--- src/rtl/mac_acc_unsigned_pkg.sv ---
// Shared types and defaults for the unsigned multiply-accumulate dot-product block.
package mac_acc_unsigned_pkg;

    localparam int DEF_WIDTH = 8;
    localparam int DEF_ACC_W = 24;

    typedef enum logic [1:0] {
        ST_RUN   = 2'd0,
        ST_DRAIN = 2'd1,
        ST_DONE  = 2'd2
    } state_e;

endpackage

--- src/rtl/mac_acc_unsigned_mul.sv ---
// Combinational unsigned array multiplier: sums the shifted partial products of a, gated by each bit of b.
module mul_unsigned #(
    parameter int WIDTH = 8
) (
    input  logic [WIDTH-1:0]   a_i,
    input  logic [WIDTH-1:0]   b_i,
    output logic [2*WIDTH-1:0] prod_o
);

    logic [2*WIDTH-1:0] sum;

    always_comb begin
        sum = '0;
        for (int i = 0; i < WIDTH; i++) begin
            if (b_i[i]) begin
                sum = sum + ((2*WIDTH)'(a_i) << i);
            end
        end
    end

    assign prod_o = sum;

endmodule

--- src/rtl/mac_acc_unsigned.sv ---
// Streaming unsigned dot product: beats flow S1 (operands) -> S2 (product) -> S3 (accumulate);
// a RUN/DRAIN/DONE FSM holds the result until the consumer takes it.
module mac_acc_unsigned
    import mac_acc_unsigned_pkg::*;
#(
    parameter int WIDTH = DEF_WIDTH,
    parameter int ACC_W = DEF_ACC_W
) (
    input  logic             clk,
    input  logic             rst,
    input  logic             in_valid,
    output logic             in_ready,
    input  logic [WIDTH-1:0] a,
    input  logic [WIDTH-1:0] b,
    input  logic             in_last,
    output logic             out_valid,
    input  logic             out_ready,
    output logic [ACC_W-1:0] acc_out,
    output logic             acc_ovf,
    output state_e           dbg_state
);

    // Handshakes: a transfer happens on a rising edge where valid and ready are both 1;
    // ready never depends combinationally on the partner's valid or ready.

    state_e             state_q, state_d;
    logic               first_q, first_d;
    logic [ACC_W-1:0]   acc_q, acc_d;
    logic               ovf_q, ovf_d;

    logic               s1_valid_q, s1_last_q, s1_first_q;
    logic [WIDTH-1:0]   s1_a_q, s1_b_q;
    logic               s2_valid_q, s2_last_q, s2_first_q;
    logic [2*WIDTH-1:0] s2_prod_q;

    logic [2*WIDTH-1:0] prod;
    logic [ACC_W:0]     sum;
    logic               accept;

    assign in_ready  = (state_q == ST_RUN);
    assign out_valid = (state_q == ST_DONE);
    assign accept    = in_valid && in_ready;
    assign acc_out   = acc_q;
    assign acc_ovf   = ovf_q;
    assign dbg_state = state_q;

    mul_unsigned #(.WIDTH(WIDTH)) u_mul (
        .a_i    (s1_a_q),
        .b_i    (s1_b_q),
        .prod_o (prod)
    );

    assign sum = {1'b0, acc_q} + (ACC_W+1)'(s2_prod_q);

    always_comb begin
        state_d = state_q;
        first_d = first_q;
        acc_d   = acc_q;
        ovf_d   = ovf_q;

        case (state_q)
            ST_RUN:   if (accept && in_last) state_d = ST_DRAIN;
            ST_DRAIN: if (s2_valid_q && s2_last_q) state_d = ST_DONE;
            ST_DONE:  if (out_ready) state_d = ST_RUN;
            default:  state_d = ST_RUN;
        endcase

        // The beat after reset or after a handoff starts a fresh vector.
        if (accept) first_d = 1'b0;
        if (state_q == ST_DONE && out_ready) first_d = 1'b1;

        if (s2_valid_q) begin
            if (s2_first_q) begin
                acc_d = ACC_W'(s2_prod_q);
                ovf_d = 1'b0;
            end else begin
                acc_d = sum[ACC_W-1:0];
                ovf_d = ovf_q | sum[ACC_W];
            end
        end
    end

    always_ff @(posedge clk or posedge rst) begin
        if (rst) begin
            state_q    <= ST_RUN;
            first_q    <= 1'b1;
            acc_q      <= '0;
            ovf_q      <= 1'b0;
            s1_valid_q <= 1'b0;
            s1_last_q  <= 1'b0;
            s1_first_q <= 1'b0;
            s1_a_q     <= '0;
            s1_b_q     <= '0;
            s2_valid_q <= 1'b0;
            s2_last_q  <= 1'b0;
            s2_first_q <= 1'b0;
            s2_prod_q  <= '0;
        end else begin
            state_q    <= state_d;
            first_q    <= first_d;
            acc_q      <= acc_d;
            ovf_q      <= ovf_d;
            s1_valid_q <= accept;
            if (accept) begin
                s1_a_q     <= a;
                s1_b_q     <= b;
                s1_last_q  <= in_last;
                s1_first_q <= first_q;
            end
            s2_valid_q <= s1_valid_q;
            s2_last_q  <= s1_last_q;
            s2_first_q <= s1_first_q;
            s2_prod_q  <= prod;
        end
    end

endmodule

--- config.mk ---
export PLATFORM = sky130hd
export DESIGN_NAME = mac_acc_unsigned
export DESIGN_NICKNAME = d
export VERILOG_FILES = /design/src/rtl/mac_acc_unsigned_pkg.sv /design/src/rtl/mac_acc_unsigned_mul.sv /design/src/rtl/mac_acc_unsigned.sv
export SDC_FILE = /design/constraint.sdc
export NUM_CORES = 1
export LEC_CHECK = 0
export CAP_MARGIN = 40
export CORE_MARGIN = 3
export CORE_UTILIZATION = 40
export CTS_CLUSTER_DIAMETER = 60
export CTS_CLUSTER_SIZE = 40
export DETAILED_ROUTE_END_ITERATION = 12
export GPL_ROUTABILITY_DRIVEN = 0
export HOLD_SLACK_MARGIN = 0.06
export PLACE_DENSITY = 0.65
export SLEW_MARGIN = 20
export SYNTH_ARGS = -nofsm -noshare
export SYNTH_HDL_FRONTEND = slang
export SYNTH_SLANG_ARGS = --single-unit
export TNS_END_PERCENT = 100
--- constraint.sdc ---
create_clock -name clk -period 18.64 [get_ports clk]
set_input_delay 1.864 -clock clk [delete_from_list [all_inputs] [get_ports clk]]
set_output_delay 1.864 -clock clk [all_outputs]
set_load 0.1 [all_outputs]
==> run metrics <==
vias per cell approximately 5.5; commonest non-fill, non-tap cell in the layout ha_1; Slew HR 0.480; Worst Setup EP s2_prod_q[13]; R2R Setup Slk 8900 ps; Synth async-reset ratio 1.00; Final setup viols 0; worst hold slack 345 ps; via count 5699; total clock sinks 66; Die Ht approximately 130 microns; full die area 0.0177 sq mm; Peak Freq 0.103 GHz; Final ANT Viol Nets 0; Post-Synthesis Cell Area 0.00647 sq mm; critical path capture point type flip-flop; core area 0.0155 sq mm; final instance area 0.00800 sq mm; worst clock skew 7.84 ps; Placed Area between 0.007 and 0.008 sq mm; initial core utilization 0.418; Pre-antenna DRT Iters 5; CP max stage cell dfrtp_1; TritonCTS buffer count 9; setup TNS 0 ps; cell with the most instances on the worst path ha_1; Hold WC Path Type flip-flop to flip-flop; # nets final around 930; reg2reg start s1_a_q[3]; critical path launch point type flip-flop; CTS tree done; I/O Buffers between 40 and 50; vias in the first global route 5622; most frequent cells in the layout ha_1 (75), dfrtp_1 (65), a21oi_1 (64); final hold vios 0; Critical R2R Capture s2_prod_q[13]; Hold Startpoint s1_valid_q; CP Class flip-flop to flip-flop; Chip Width 133 microns; FF-to-FF path depth 41; Avg Inst Size Synth about 8.5 sq um; CTS clock-pin slew for the worst setup and hold paths 60 ps; maxcap violations 0; Main synth FF type dfrtp_1; clock latency on the worst-skew pair 340 ps; number of fill cells 1432; Routed WL per cell 15.3 microns; Detailed Route WL 15.9 mm; 1st-iter DRT viols around 290; synthesized netlist cell count 759; Final Cycle Share 0.522; hpwl dp 12.1 mm; Place WS 8990 ps; I/O pin cnt 50; Mapped Nets 863; DR DRC count 0; total grt overflow 0; yosys warns 0; Data required, critical path 18890 ps; Root Driver clkbuf_16; gr usage total 0.188; CP max FO 13; row count 45; actual slew at the worst max-slew pin 779 ps; post-synthesis sequential area ratio 0.256; PostCTS Resize Cnt 0; status finished, final reports clean; diode count 0; worst stage delay on the critical path 660 ps; Worst Setup SP s1_a_q[3]; # Post-CTS Setup Buffers 0; maximum number of pins on one net before global-route repair 41; max-slew violation count 0; CP arrival about 10000 ps; Post-synth EDFFs 0; initial antenna violation count 0; footprint of the multi-input gates 0.00452 sq mm; RSZ-0062 raised after global routing false; first-pass GRT wire length 27.5 mm; count of cell types in the netlist 76; Area Growth Syn to Fin 23.7%; Synth Register Bits 66; Final WS setup 8900 ps; layout cell share with drive strength beyond 1 0.114; worst-case clock buffer depth 2; crit path time final 9740 ps; register area about 0.0017 sq mm; total number of H-tree levels 3; hold buffers post-CTS 0
[worst max-delay path: cells and delay by family (launching register included)]
| family | cells | cell delay (ps) |
|---|---|---|
| adders and majority gates | 7 | 2390 |
| xor gates and xnor gates | 4 | 660 |
| and+or+nand+nor | 14 | 2760 |
| muxes | 1 | 190 |
| AOI/OAI and AO/OA | 15 | 2960 |
| DFF | 1 | 660 |
[worst min-delay path by stage]
stage | slack (ps) | endpoint | cells past startpoint
3_5_place_dp | 340 | s2_valid_q | 0
4_1_cts | 350 | s2_valid_q | 0
6_report | 350 | s2_valid_q | 0
5_1_grt | 360 | s2_valid_q | 0
3_3_place_gp | 330 | s2_valid_q | 0
2_1_floorplan | 330 | s2_valid_q | 0
[per-layer routing]
| layer | share of wire | wire (microns) | track usage | vias up |
|---|---|---|---|---|
| met1 | 0.48 | 7720 | 0.254 | 2669 |
| met4 | 0.020 | 314 | 0.0611 | 0 |
| li1 | - | - | - | 2903 |
| met3 | 0.031 | 498 | 0.0249 | 18 |
| met5 | 0 | 0 | 0 | - |
| met2 | 0.46 | 7410 | 0.313 | 109 |
[metrics by stage]
step,util,instances
global placement,0.462,998
finish,0.517,1044
detailed placement,0.494,1028
CTS,0.517,1044
floorplan,-,759
global route,0.517,1044
[final cells by class]
cell class,instances,area share
Inverter,51,0.0239
Timing Repair Buffer,83,0.127
Tap cell,211,0.0330
Multi-Input combinational cell,617,0.566
Clock inverter,6,0.0142
Sequential cell,66,0.207
Clock buffer,10,0.0299
[flip-flops by register name, summed over array words and instances (netlist names), 2 cells and up]
signal,flops
acc_out,24
s2_prod_q,16
s1_a_q,8
s1_b_q,8
dbg_state,2
[synthesized netlist by cell type (3+ instances only)]
cell type	count	area, sq um
fa_1	8	160
and2_1	12	75.1
or3_1	7	43.8
mux2_2	21	236
buf_1	6	22.5
a211oi_1	5	37.5
xor2_1	17	149
o21bai_1	6	45.0
ha_1	75	938
or2_2	5	31.3
a221oi_1	5	43.8
a31o_2	4	35.0
a31oi_1	12	75.1
a21oi_1	64	320
o31a_1	3	26.3
a22o_1	4	35.0
and3_1	11	68.8
o31ai_1	4	30.0
o21ai_0	43	215
mux2i_1	13	130
o22ai_1	5	31.3
nand2_1	63	236
xnor2_1	23	201
inv_1	49	184
nor2b_1	18	113
nand3_1	8	40.0
a21o_1	22	165
clkbuf_1	17	63.8
nor3_1	19	95.1
dfrtp_1	65	1630
o21a_1	14	105
o211ai_1	11	82.6
a221o_1	4	40.0
nand2b_1	6	37.5
nand4_1	4	25.0
nor2_1	54	203
[cell families (layout without fill, tap and decap cells)]
group / count (synthesis) / after routing / synth area share
XOR/XNOR: 40 / 40 / 0.0542
adder cells (fa/ha/maj): 83 / 83 / 0.170
flip-flops: 66 / 66 / 0.256
buffers and inverters: 76 / 150 / 0.0449
multiplexers: 34 / 34 / 0.0567
AO/OA/AOI/OAI: 236 / 236 / 0.247
AND/OR/NAND/NOR: 224 / 224 / 0.172
Power is not shown: default switching activity piles up to over one toggle a cycle in this logic, so the estimate is an artifact.
